$ cat config.mk
export PLATFORM = sky130hd
export DESIGN_NAME = div_share_arbiter
export DESIGN_NICKNAME = d
export VERILOG_FILES = /design/src/rtl/div_share_pkg.sv /design/src/rtl/div_share_arbiter_rr_pick.sv /design/src/rtl/div_share_arbiter.sv
export SDC_FILE = /design/constraint.sdc
export NUM_CORES = 1
export LEC_CHECK = 0
export BUFFER_PORTS_ARGS = -buffer_cell sky130_fd_sc_hd__buf_4
export CAP_MARGIN = 20
export CORE_ASPECT_RATIO = 1.5
export CORE_MARGIN = 5
export CORE_UTILIZATION = 40
export DETAILED_ROUTE_END_ITERATION = 10
export PLACE_DENSITY = 0.75
export SLEW_MARGIN = 10
export SYNTH_ARGS = -nofsm -noshare
export SYNTH_HDL_FRONTEND = slang
export SYNTH_SLANG_ARGS = --single-unit
$ cat constraint.sdc
create_clock -name clk -period 4.6 [get_ports clk]
set_input_delay 0.69 -clock clk [delete_from_list [all_inputs] [get_ports clk]]
set_output_delay 0.69 -clock clk [all_outputs]
set_load 0.05 [all_outputs]
$ cat src/rtl/div_share_pkg.sv
// Shared types and helpers for the divider-sharing arbiter: FSM states,
// the all-ones error quotient and the select-width function.
package div_share_pkg;

    typedef enum logic [2:0] {
        ST_IDLE,
        ST_ISSUE,
        ST_WAIT_BUSY,
        ST_WAIT_READY,
        ST_DELIVER
    } div_state_t;

    // Wide enough for any supported WIDTH; users slice the low bits.
    localparam logic [63:0] ALL_ONES = '1;

    // Bits needed to index `value` items, never less than one.
    function automatic int clog2(input int value);
        int r;
        r = 0;
        for (int i = 0; i < 31; i++) begin
            if ((1 << i) < value) r = i + 1;
        end
        return (r < 1) ? 1 : r;
    endfunction

endpackage

$ cat src/rtl/div_share_arbiter_rr_pick.sv
// Combinational round-robin picker: first set request at or after ptr,
// scanning cyclically through N_REQ requesters.
module rr_pick
    import div_share_pkg::*;
#(
    parameter int N_REQ = 3,
    localparam int SEL_W = clog2(N_REQ)
) (
    input  logic [N_REQ-1:0] req,
    input  logic [SEL_W-1:0] ptr,
    output logic [SEL_W-1:0] grant_idx,
    output logic             any
);

    logic [N_REQ-1:0] rot;
    logic [SEL_W-1:0] off;
    logic [SEL_W:0]   sum;

    always_comb begin
        // Rotate so that bit 0 is the requester the pointer names.
        rot = N_REQ'({req, req} >> ptr);
        off = '0;
        for (int k = N_REQ - 1; k >= 0; k--) begin
            if (rot[k]) off = SEL_W'(k);
        end
        sum = {1'b0, ptr} + {1'b0, off};
        if (sum >= (SEL_W + 1)'(N_REQ)) begin
            grant_idx = SEL_W'(sum - (SEL_W + 1)'(N_REQ));
        end else begin
            grant_idx = SEL_W'(sum);
        end
        any = |req;
    end

endmodule

$ cat src/rtl/div_share_arbiter.sv
// Round-robin owner of the shared sequential divider. Optional watchdog on
// the divider handshake is enabled with `define DIV_SHARE_TIMEOUT_EN.
module div_share_arbiter
    import div_share_pkg::*;
#(
    parameter int N_REQ       = 3,
    parameter int WIDTH       = 16,
    parameter int TIMEOUT_CYC = 255,
    localparam int SEL_W      = clog2(N_REQ)
) (
    input  logic                   clk,
    input  logic                   rst,
    input  logic [N_REQ-1:0]       req,
    input  logic [N_REQ*WIDTH-1:0] req_dividend,
    input  logic [N_REQ*WIDTH-1:0] req_divisor,
    output logic [N_REQ-1:0]       done,
    output logic [WIDTH-1:0]       result,
    output logic                   err,
    output logic                   div_start,
    output logic [WIDTH-1:0]       div_dividend,
    output logic [WIDTH-1:0]       div_divisor,
    output logic [SEL_W-1:0]       div_select,
    input  logic                   div_busy,
    input  logic                   div_ready,
    input  logic [WIDTH-1:0]       div_result
);

    if (N_REQ < 2 || N_REQ > 8 || WIDTH < 1 || WIDTH > 64 || TIMEOUT_CYC < 1) begin : g_param_check
        $error("div_share_arbiter: unsupported parameter set");
    end

    div_state_t       state, state_nxt;
    logic [SEL_W-1:0] ptr;
    logic [SEL_W-1:0] pick_idx;
    logic             pick_any;
    logic             grant_load;
    logic             start_nxt;
    logic             cap_q;
    logic             cap_err;
    logic             to_hit;
    logic             cand_zero;

    logic [WIDTH-1:0] dvd_arr [N_REQ];
    logic [WIDTH-1:0] dvs_arr [N_REQ];

    for (genvar g = 0; g < N_REQ; g++) begin : g_unpack
        assign dvd_arr[g] = req_dividend[g*WIDTH +: WIDTH];
        assign dvs_arr[g] = req_divisor[g*WIDTH +: WIDTH];
    end

    rr_pick #(.N_REQ(N_REQ)) u_pick (
        .req       (req),
        .ptr       (ptr),
        .grant_idx (pick_idx),
        .any       (pick_any)
    );

    assign cand_zero = (dvs_arr[pick_idx] == '0);

`ifdef DIV_SHARE_TIMEOUT_EN
    localparam int TO_W = (clog2(TIMEOUT_CYC + 1) > 8) ? clog2(TIMEOUT_CYC + 1) : 8;
    logic [TO_W-1:0] to_cnt;
    logic            waiting;

    assign waiting = (state == ST_ISSUE) || (state == ST_WAIT_BUSY) || (state == ST_WAIT_READY);
    assign to_hit  = waiting && (to_cnt == TO_W'(TIMEOUT_CYC - 1));

    // Cleared at grant, so it reads zero on the first ISSUE cycle.
    always_ff @(posedge clk) begin
        if (rst) begin
            to_cnt <= '0;
        end else if (grant_load) begin
            to_cnt <= '0;
        end else if (waiting) begin
            to_cnt <= to_cnt + TO_W'(1);
        end
    end
`else
    assign to_hit = 1'b0;
`endif

    always_comb begin
        state_nxt  = state;
        grant_load = 1'b0;
        start_nxt  = 1'b0;
        cap_q      = 1'b0;
        cap_err    = 1'b0;
        case (state)
            ST_IDLE: begin
                if (pick_any) begin
                    grant_load = 1'b1;
                    if (cand_zero) begin
                        cap_err   = 1'b1;
                        state_nxt = ST_DELIVER;
                    end else begin
                        state_nxt = ST_ISSUE;
                    end
                end
            end
            ST_ISSUE: begin
                // Never start while the divider is still busy, e.g. from an
                // operation abandoned by reset.
                if (to_hit) begin
                    cap_err   = 1'b1;
                    state_nxt = ST_DELIVER;
                end else if (!div_busy) begin
                    start_nxt = 1'b1;
                    state_nxt = ST_WAIT_BUSY;
                end
            end
            ST_WAIT_BUSY: begin
                if (div_ready) begin
                    cap_q     = 1'b1;
                    state_nxt = ST_DELIVER;
                end else if (to_hit) begin
                    cap_err   = 1'b1;
                    state_nxt = ST_DELIVER;
                end else if (div_busy) begin
                    state_nxt = ST_WAIT_READY;
                end
            end
            ST_WAIT_READY: begin
                if (div_ready) begin
                    cap_q     = 1'b1;
                    state_nxt = ST_DELIVER;
                end else if (to_hit) begin
                    cap_err   = 1'b1;
                    state_nxt = ST_DELIVER;
                end
            end
            ST_DELIVER: state_nxt = ST_IDLE;
            default:    state_nxt = ST_IDLE;
        endcase
    end

    always_ff @(posedge clk) begin
        if (rst) begin
            state <= ST_IDLE;
        end else begin
            state <= state_nxt;
        end
    end

    always_ff @(posedge clk) begin
        if (rst) begin
            ptr          <= '0;
            div_select   <= '0;
            div_dividend <= '0;
            div_divisor  <= '0;
            div_start    <= 1'b0;
            result       <= '0;
            err          <= 1'b0;
        end else begin
            div_start <= start_nxt;
            if (grant_load) begin
                div_select   <= pick_idx;
                div_dividend <= dvd_arr[pick_idx];
                div_divisor  <= dvs_arr[pick_idx];
                ptr          <= (pick_idx == SEL_W'(N_REQ - 1)) ? '0 : pick_idx + SEL_W'(1);
            end
            if (cap_q) begin
                result <= div_result;
                err    <= 1'b0;
            end else if (cap_err) begin
                result <= ALL_ONES[WIDTH-1:0];
                err    <= 1'b1;
            end
        end
    end

    always_comb begin
        done = '0;
        if (state == ST_DELIVER) done[div_select] = 1'b1;
    end

endmodule

==> metrics.md, run 1 <==
| Metric | Value |
|---|---|
| Synth cell types | 43 |
| H-tree levels | 3 |
| Largest net degree at the start of global routing | 58 |
| CP Max Fanout | 18 |
| DR pass1 iterations | 4 |
| Main combinational cell family by area after synthesis | compound AO/OA/AOI/OAI gates |
| First-pass GRT wire length | 17,600 um |
| CP endpoint | err |
| Synth Register Bits | 57 |
| Dpl hpwl | 8550 um |
| CTS sink cnt | 57 |
| Clk_lat worst skew | 0.32 ns |
| Slew Viols, Final | 0 |
| Finish-stage setup viols | 0 |
| Synth Flop Type | dfxtp_1 |
| Core Util, Final | 0.610 |
| Routed length per placed instance | 16.1 um |
| Simple-gate share of the synthesized area | 0.245 |
| VDD IR max | 0.407 mV |
| Multi-input logic area | 1920 sq um |
| Switch share | 0.510 |
| Async set-reset flop share out of synthesis | 0 |
| Clk_skew | 0.00473 ns |
| Cell area after synthesis | 3290 sq um |
| Reg-to-Reg Start | ptr[1] |
| Sequential share of power | 0.199 |
| First DRT Iteration DRCs | 169 |
| Max-slew headroom | 0.485 |
| CTS root buffer | clkbuf_16 |
| Period utilization | 0.920 |
| CTS tree | built |
| Mux contribution to synthesized area | 0.0487 |
| CTS buffer count | 9 |
| Hold Violations, Final | 0 |
| R2R Path End | err |
| Status | finished, final reports clean |
| Cell Pwr Density | 841 nW/um^2 |
| Slew of the pin with the lowest slew margin | 0.772 ns |
| Drt via density | 5.47 |
| Initial Util | 0.410 |
| RSZ-0062 raised after global routing | no |
| Worst EP arrival | 4.45 ns |
| Switching Power | 2.10 mW |
| Die area | 10,200 sq um |
| Vias in the first global route | 3,646 |
| Syn Nets | 553 |
| Share of layout cells above drive strength 1 | 0.362 |
| Minimum clock period | 4.23 ns |
| Post-Synthesis Cells | 431 |
| Antenna violations before repair | 0 |
| N_diodes | 0 |
| Die Span Y | 121 um |
| Yosys top cell by area | dfxtp_1 |
| Pint | 2.01 mW |
| Row Count | 40 |
| Gpl congestion | 0.893 |
| CTS Buffer Depth | 2 |
| Layout fillers | 738 |
| Static Leakage | 2.23 nW |
| Most common cell after layout, fill and taps aside | buf_4 |
| Worst setup EP type | register |
| R2R setup slack | 0.43 ns |
| Antenna Violating Nets Remaining | 0 |
| Die Wd | 84.0 um |
| Commonest cells after routing, fill and taps aside | buf_4 (179), nor2_1 (87), dfxtp_1 (57), nand2_1 (42), a21oi_1 (36) |
| CP required | 4.82 ns |
| Core area | 8010 sq um |
| Yosys warnings | 0 |
| Share of total power in combinational logic | 0.643 |
| Area added between synthesis and finish | 48.5% |
| Max Clock Freq | 236 MHz |
| Boundary Pins | 174 |
| Complex-gate fraction of the synthesized area | 0.273 |
| DRT Wirelength | 11,100 um |
| Syn Area/Cell | 7.63 sq um |
| Post-Synth Adder-Cell Area | 0.0137 |
| Clk pwr share | 0.158 |
| Grt ovf | 0 |
| CP Launch Type | input port |
| Crit Path Class | input port to register |
| NumNets Final | 705 |
| CP Launch Point | req[1] |
| Clk slew on worst S/H paths | 0.05 ns |
| Gr usage total | 0.213 |
| Max cap viols | 0 |
| Register area | 1140 sq um |
| Fin Setup TNS | 0 ns |
| PortBufs | 173 |
| Post-synth EDFFs | 0 |
| Area contributors post-synth | dfxtp_1 (35%), nor2_1 (10%), a211oi_1 (5.9%) |
| Reg2Reg Depth | 16 |
| Remaining DRCs | 0 |
| Area share of the largest cell type after synthesis | 0.347 |
| Vias | 3,793 |
| Register area share after synthesis | 0.347 |
| Worst Hold Class | register to register |
| Synth Area in XOR/XNOR | 0 |
## cell usage after synthesis, types with 16 or more instances
cell	number
a21oi_1	36
nor2_1	88
a211oi_1	26
nand2_1	42
mux2i_1	16
o22ai_1	17
dfxtp_1	57
o21ai_0	17
clkbuf_1	22
a221oi_1	16
nor3_1	20
## how the worst min path moves through the flow
stage	endpoint	slack, ns	from	depth (start not counted)
detailed placement	err	0.45	err	2
CTS	div_divisor[2]	0.50	div_divisor[2]	2
floorplan	div_start	0.48	state[0]	2
global route	div_divisor[15]	0.51	div_divisor[15]	2
global placement	err	0.45	err	2
finish	err	0.49	err	2
## power groups by stage
stage               combinational (mW)  clock (mW)  sequential (mW)
global route                      2.87       0.686            0.840
floorplan                         1.38           0             1.42
global placement                  2.59           0            0.818
finish                            2.64       0.649            0.816
detailed placement                2.64           0            0.823
CTS                               2.65       0.663            0.816
## stage by stage
step           area [sq um]  setup slack (ns)  total power, mW  hold slack (ns)  cells
2_1_floorplan          3290             0.634             2.80            0.477    431
3_3_place_gp           4580             0.211             3.41            0.446    677
3_5_place_dp           4580            0.0803             3.46            0.454    677
6_report               4880             0.366             4.11            0.492    693
4_1_cts                4870             0.352             4.13            0.497    693
5_1_grt                4880            0.0599             4.39            0.515    693
## cell type report
cell class | instances | share of cell area
inverter | 6 | 0.00461
clock inverter | 5 | 0.0113
sequential | 57 | 0.234
multi-input combinational | 329 | 0.394
clock buffer | 11 | 0.0497
tap | 105 | 0.0269
timing repair buffer | 180 | 0.279
## registers in the layout, indices dropped and copies added (netlist names)
signal	cells
result	16
err	1
div_divisor	16
ptr	2
state	3
div_dividend	16
div_start	1
div_select	2
## per-layer routing
metal,part of all wire,wire length [um],track usage,vias to the layer above
met5,0,0,0,-
met4,0.028,314,0.0905,0
met3,0.071,795,0.0632,28
met2,0.52,5780,0.372,163
met1,0.38,4240,0.239,1737
li1,-,-,-,1865
## logic make-up (layout without fill, tap and decap cells)
family / count (synthesis) / after routing
AOI/OAI and AO/OA: 131 / 131
DFF: 57 / 57
muxes: 16 / 16
buffers and inverters: 45 / 202
and+or+nand+nor: 179 / 179
adders and majority gates: 3 / 3
## worst max-delay path, cell delays in order
cell	delay [ns]
buf_4	0.13
or3_1	0.35
a31oi_1	0.18
ha_1	0.17
inv_1	0.05
fa_1	0.56
inv_1	0.07
ha_1	0.23
nor2b_4	0.25
buf_12	0.19
mux2i_1	0.19
o22ai_1	0.14
nor4_2	0.30
nand4_1	0.19
o22a_1	0.25
buf_4	0.21
a211oi_1	0.29
## what timing repair did
| item | 4_1_cts | 5_1_grt |
|---|---|---|
| buffers inserted | 0 | 0 |
| endpoints found under the setup margin | 0 | 1 |
| hold buffers | 0 | 0 |
| resized for setup | 0 | 1 |
Note: power is estimated with default switching activity, not from simulation.
==> inputs of run 2 (changes only) <==
--- a/config.mk
+++ b/config.mk
@@ -9,9 +9,10 @@
 export CAP_MARGIN = 20
 export CORE_ASPECT_RATIO = 1.5
 export CORE_MARGIN = 5
-export CORE_UTILIZATION = 40
+export CORE_UTILIZATION = 45
 export DETAILED_ROUTE_END_ITERATION = 10
-export PLACE_DENSITY = 0.75
+export GPL_TIMING_DRIVEN = 0
+export PLACE_DENSITY = 0.83
 export SLEW_MARGIN = 10
 export SYNTH_ARGS = -nofsm -noshare
 export SYNTH_HDL_FRONTEND = slang
==> run 2 against run 1 <==
Worst setup slack lost 0.022 ns; sequential power decreased by 1%; critical path type is now register to register; combinational power grew 6%.
==> metrics.md, run 2 (synthesized netlist as in run 1, its figures left out) <==
| Metric | Value |
|---|---|
| Status | finished, final reports clean (unchanged) |
| CP Launch Point | ptr[1] (was req[1]) |
| Boundary Pins | 174 (unchanged) |
| Largest net degree at the start of global routing | 11 (was 58) |
| Static Leakage | 2.25 nW (was 2.23 nW) |
| Clk slew on worst S/H paths | 0.06 ns (was 0.05 ns) |
| Minimum clock period | 4.26 ns (was 4.23 ns) |
| Period utilization | 0.925 (was 0.920) |
| Worst Hold Depth | 2 (unchanged) |
| Hold path startpoint | err (unchanged) |
| Switch share | 0.530 (was 0.510) |
| H-tree levels | 3 (unchanged) |
| VDD IR max | 0.505 mV (was 0.407 mV) |
| Die area | 9150 sq um (was 10,200 sq um) |
| Max Clock Freq | 235 MHz (was 236 MHz) |
| CP Launch Type | register (was input port) |
| Die Wd | 79.8 um (was 84.0 um) |
| RSZ-0062 raised after global routing | no (unchanged) |
| CP Max Fanout | 10 (was 18) |
| Vias in the first global route | 3,874 (was 3,646) |
| First DRT Iteration DRCs | 154 (was 169) |
| Remaining DRCs | 0 (unchanged) |
| CP required | 4.84 ns (was 4.82 ns) |
| Row Count | 38 (was 40) |
| Worst EP arrival | 4.49 ns (was 4.45 ns) |
| Finish-stage setup viols | 0 (unchanged) |
| Clk pwr share | 0.112 (was 0.158) |
| Cell Pwr Density | 829 nW/um^2 (was 841 nW/um^2) |
| Antenna violations before repair | 0 (unchanged) |
| Hold Violations, Final | 0 (unchanged) |
| Fin Setup TNS | 0 ns (unchanged) |
| DR pass1 iterations | 5 (was 4) |
| Sequential share of power | 0.198 (was 0.199) |
| Max cap viols | 0 (unchanged) |
| Gates resized, CTS repair | 0 (unchanged) |
| Clk_lat worst skew | 0.32 ns (about the same) |
| CTS buffer count | 9 (unchanged) |
| Share of layout cells above drive strength 1 | 0.350 (was 0.362) |
| CTS Buffer Depth | 2 (unchanged) |
| Post-CTS repair timing setup buffer count | 0 (unchanged) |
| Gr usage total | 0.250 (was 0.213) |
| Commonest cells after routing, fill and taps aside | buf_4 (172), nor2_1 (88), dfxtp_1 (57), nand2_1 (42), a21oi_1 (36) (was buf_4 (179), nor2_1 (87), dfxtp_1 (57), nand2_1 (42), a21oi_1 (36)) |
| CTS sink cnt | 57 (unchanged) |
| Reg2Reg Depth | 19 (was 16) |
| CTS root buffer | clkbuf_8 (was clkbuf_16) |
| Slew Viols, Final | 0 (unchanged) |
| Initial Util | 0.458 (was 0.410) |
| Reg-to-Reg Start | ptr[1] (unchanged) |
| Max-slew headroom | 0.473 (was 0.485) |
| CTS tree | built (unchanged) |
| Grt ovf | 0 (unchanged) |
| Die Span Y | 115 um (was 121 um) |
| Dpl hpwl | 9280 um (was 8550 um) |
| Antenna Violating Nets Remaining | 0 (unchanged) |
| Slew of the pin with the lowest slew margin | 0.783 ns (was 0.772 ns) |
| Most common cell after layout, fill and taps aside | buf_4 (unchanged) |
| Vias | 3,943 (was 3,793) |
| DRT Wirelength | 11,600 um (was 11,100 um) |
| Clk_skew | 0.0119 ns (was 0.00473 ns) |
| Share of total power in combinational logic | 0.690 (was 0.643) |
| First-pass GRT wire length | 18,100 um (was 17,600 um) |
| Pint | 1.91 mW (was 2.01 mW) |
| Worst Hold Class | register to register (unchanged) |
| Layout Cells excl Fill | 720 (was 693) |
| Core area | 7180 sq um (was 8010 sq um) |
| Switching Power | 2.16 mW (was 2.10 mW) |
| Routed length per placed instance | 16.2 um (was 16.1 um) |
| Biggest regs | div_dividend: 16 flops, div_divisor: 16 flops, result: 16 flops (unchanged) |
| Crit Path Class | register to register (was input port to register) |
| R2R setup slack | 0.34 ns (was 0.43 ns) |
| Worst setup EP type | register (unchanged) |
| Hold buffers post-CTS | 0 (unchanged) |
| Drt via density | 5.48 (was 5.47) |
| PortBufs | 172 (was 173) |
| Area added between synthesis and finish | 49.4% (was 48.5%) |
| Gpl congestion | 0.878 (was 0.893) |
| Placed Cells | 704 (was 677) |
| N_diodes | 0 (unchanged) |
| NumNets Final | 737 (was 705) |
run 2: routing by layer:
metal	up-vias	wire, um	track usage
met5	-	0	0
met3	31	871	0.0512
met1	1799	4330	0.281
met2	182	6050	0.447
li1	1931	-	-
met4	0	383	0.110
run 2: cell type report:
class / count / area [sq um]
timing repair buffer: 173 / 1300
clock buffer: 11 / 141
fill: 649 / 2270
clock inverter: 5 / 55.1
tap: 100 / 125
inverter: 6 / 22.5
multi-input combinational: 329 / 1910
sequential: 57 / 1140
buffer: 39 / 214
run 2: final timing paths:
| path | to |
|---|---|
| hold / removal | err |
| setup reg to reg | result[15] |
| setup / recovery | result[15] |
| hold reg to reg | err |
run 2: power groups by stage:
stage	Clock [mW]	Sequential, mW	Combinational [mW]
3_5_place_dp	0	0.815	2.79
5_1_grt	0.490	0.832	3.04
2_1_floorplan	0	1.42	1.38
3_3_place_gp	0	0.805	2.74
6_report	0.455	0.806	2.81
4_1_cts	0.464	0.805	2.81
run 2: metrics by stage:
step	setup WS (ns)	power [mW]	hold WS [ns]	area, sq um	util
5_1_grt	0.0934	4.36	0.498	4910	0.684
3_5_place_dp	0.0836	3.61	0.452	4710	0.657
3_3_place_gp	0.219	3.55	0.456	4700	0.655
4_1_cts	0.353	4.08	0.465	4910	0.684
6_report	0.344	4.07	0.464	4910	0.684
2_1_floorplan	0.634	2.80	0.477	3290	-
run 2: worst max-delay path, stage by stage (launching register included):
cell and delay (ns):
dfxtp_1 0.30, clkbuf_1 0.19, or3_1 0.41, a31oi_1 0.19, ha_1 0.17, inv_1 0.05, fa_1 0.56, inv_1 0.06
ha_1 0.23, nor2b_4 0.13, buf_6 0.17, buf_12 0.15, mux2i_1 0.19, o22ai_1 0.16, nor4_1 0.31, nand4_1 0.19
o22a_1 0.26, buf_6 0.15, buf_8 0.15, a211oi_2 0.17
==> inputs of run 3 (changes only) <==
--- a/config.mk
+++ b/config.mk
@@ -7,7 +7,6 @@
 export LEC_CHECK = 0
 export BUFFER_PORTS_ARGS = -buffer_cell sky130_fd_sc_hd__buf_4
 export CAP_MARGIN = 20
-export CORE_ASPECT_RATIO = 1.5
 export CORE_MARGIN = 5
 export CORE_UTILIZATION = 45
 export DETAILED_ROUTE_END_ITERATION = 10
==> run 3 against run 2 <==
Power grew 3.1%; final cell count shrank 0.14%; combinational power about the same; maximum frequency shrank 1.8%; sequential share of layout area down 0.24 points; cell area grew 1.0%; critical endpoint unchanged.
==> metrics.md, run 3 (synthesized netlist as in run 1, its figures left out) <==
| Metric | Value |
|---|---|
| DR pass1 iterations | 4 (was 5) |
| Core Util, Final | 0.692 (was 0.684) |
| Worst Hold Class | register to register (unchanged) |
| N_diodes | 0 (unchanged) |
| Layout Cells excl Fill | 719 (was 720) |
| Max Clock Freq | 231 MHz (was 235 MHz) |
| CTS buffer count | 9 (unchanged) |
| Clk_skew | 0.0103 ns (was 0.0119 ns) |
| Vias in the first global route | 3,962 (was 3,874) |
| Clk slew on worst S/H paths | 0.08 ns (was 0.06 ns) |
| Gates resized, CTS repair | 0 (unchanged) |
| Slew of the pin with the lowest slew margin | 0.692 ns (was 0.783 ns) |
| Static Leakage | 2.28 nW (was 2.25 nW) |
| Minimum clock period | 4.33 ns (was 4.26 ns) |
| CTS sink cnt | 57 (unchanged) |
| Dpl hpwl | 9480 um (was 9280 um) |
| Most common cell after layout, fill and taps aside | buf_4 (unchanged) |
| Worst setup EP type | register (unchanged) |
| Hold Violations, Final | 0 (unchanged) |
| Placed Cells | 703 (was 704) |
| Antenna Violating Nets Remaining | 0 (unchanged) |
| Status | finished, final reports clean (unchanged) |
| Routed length per placed instance | 16.7 um (was 16.2 um) |
| Vias | 4,091 (was 3,943) |
| Die Span Y | 95.5 um (was 115 um) |
| Area added between synthesis and finish | 51.0% (was 49.4%) |
| Drt via density | 5.69 (was 5.48) |
| CP Launch Type | register (unchanged) |
| Layout fillers | 602 (was 649) |
| CTS tree | built (unchanged) |
| Worst EP arrival | 4.58 ns (was 4.49 ns) |
| Largest net degree at the start of global routing | 13 (was 11) |
| Crit-path cells | clkbuf_1, or3_1, a31oi_1, ha_1, inv_1, fa_1, inv_1, ha_1, nand3b_4, clkbuf_1, o21ai_0, o22ai_1, nor4_1, nand4_1, o22a_1, buf_6, buf_8, a211oi_2 (was clkbuf_1, or3_1, a31oi_1, ha_1, inv_1, fa_1, inv_1, ha_1, nor2b_4, buf_6, buf_12, mux2i_1, o22ai_1, nor4_1, nand4_1, o22a_1, buf_6, buf_8, a211oi_2) |
| First DRT Iteration DRCs | 196 (was 154) |
| Cell Pwr Density | 846 nW/um^2 (was 829 nW/um^2) |
| Die Wd | 95.5 um (was 79.8 um) |
| CP required | 4.85 ns (was 4.84 ns) |
| Die area | 9110 sq um (was 9150 sq um) |
| NumNets Final | 737 (unchanged) |
| Crit Path Class | register to register (unchanged) |
| Fin Setup TNS | 0 ns (unchanged) |
| CTS Buffer Depth | 2 (unchanged) |
| Core area | 7180 sq um (about the same) |
| Post-CTS repair timing setup buffer count | 0 (unchanged) |
| Initial Util | 0.458 (about the same) |
| RSZ-0062 raised after global routing | no (unchanged) |
| Commonest cells after routing, fill and taps aside | buf_4 (172), nor2_1 (88), dfxtp_1 (57), nand2_1 (42), a21oi_1 (36) (unchanged) |
| Clk_lat worst skew | 0.33 ns (was 0.32 ns) |
| Grt ovf | 0 (unchanged) |
| PortBufs | 172 (unchanged) |
| Antenna violations before repair | 0 (unchanged) |
| First-pass GRT wire length | 18,500 um (was 18,100 um) |
| Period utilization | 0.942 (was 0.925) |
| Tot Pwr | 4.20 mW (was 4.07 mW) |
| CTS root buffer | clkbuf_8 (unchanged) |
| H-tree levels | 3 (unchanged) |
| Remaining DRCs | 0 (unchanged) |
| Slew Viols, Final | 0 (unchanged) |
| Biggest regs | div_dividend: 16 flops, div_divisor: 16 flops, result: 16 flops (unchanged) |
| Hold buffers post-CTS | 0 (unchanged) |
| VDD IR max | 0.479 mV (was 0.505 mV) |
| Crit path largest cell delay | 0.57 ns (was 0.56 ns) |
| CP Max Fanout | 10 (unchanged) |
| Finish-stage setup viols | 0 (unchanged) |
| Max cap viols | 0 (unchanged) |
| Max-slew headroom | 0.535 (was 0.473) |
| Boundary Pins | 174 (unchanged) |
| Crit path max-delay cell type | fa_1 (unchanged) |
| Share of layout cells above drive strength 1 | 0.352 (was 0.350) |
| DRT Wirelength | 12,000 um (was 11,600 um) |
| Gr usage total | 0.257 (was 0.250) |
| Gpl congestion | 0.964 (was 0.878) |
| Row Count | 31 (was 38) |
==> run 3: cell count changes in the layout (fill, tap and decap cells not counted) <==
cell,change
clkinv_4,+1
inv_6,+3
clkbuf_1,-1
clkbuf_8,-1
bufinv_16,+2
clkinv_2,-2
clkinvlp_4,-2
==> run 3: critical path, delay by kind of cell (launching register included) <==
family,cells,cell delay [ns]
and+or+nand+nor,4,1.09
AOI/OAI and AO/OA,5,1.03
adders and majority gates,3,0.97
buffers and inverters,6,0.85
DFF,1,0.30
==> run 3: per-stage QoR <==
stage	hold WS (ns)	instance area (sq um)	setup slack, ns
4_1_cts	0.461	4960	0.287
5_1_grt	0.515	4960	0.0178
3_3_place_gp	0.459	4700	0.173
2_1_floorplan	0.477	3290	0.634
6_report	0.461	4960	0.266
3_5_place_dp	0.446	4710	0.0266
==> run 3: cell type report <==
class	instances	area (sq um)	share of cell area
Clock buffer	9	124	0.0250
Tap cell	99	124	0.0250
Sequential cell	57	1140	0.230
Inverter	6	22.5	0.00454
Buffer	39	214	0.0431
Clock inverter	7	125	0.0252
Timing Repair Buffer	173	1300	0.262
Multi-Input combinational cell	329	1910	0.385
==> run 3: worst paths after layout <==
check | end | startpoint | slack, ns | depth (start not counted)
worst max-delay path | result[15] | ptr[1] | 0.27 | 18
worst min-delay path | err | err | 0.46 | 2
worst max register to register | result[15] | ptr[1] | 0.27 | 18
worst min register to register | err | err | 0.46 | 2
==> run 3: layer usage <==
layer	vias up	part of all wire	global-route usage
met2	224	0.49	0.432
met1	1905	0.39	0.302
met3	34	0.093	0.0797
met4	0	0.031	0.111
li1	1928	-	-
met5	-	0	0
==> run 3: where the power goes <==
part / leakage, nW / switching, mW / total (mW) / internal [mW]
Sequential: 0.470 / 0.120 / 0.814 / 0.694
Clock: 0.125 / 0.231 / 0.598 / 0.367
Combinational: 1.69 / 1.83 / 2.79 / 0.954
Total: 2.28 / 2.18 / 4.20 / 2.01
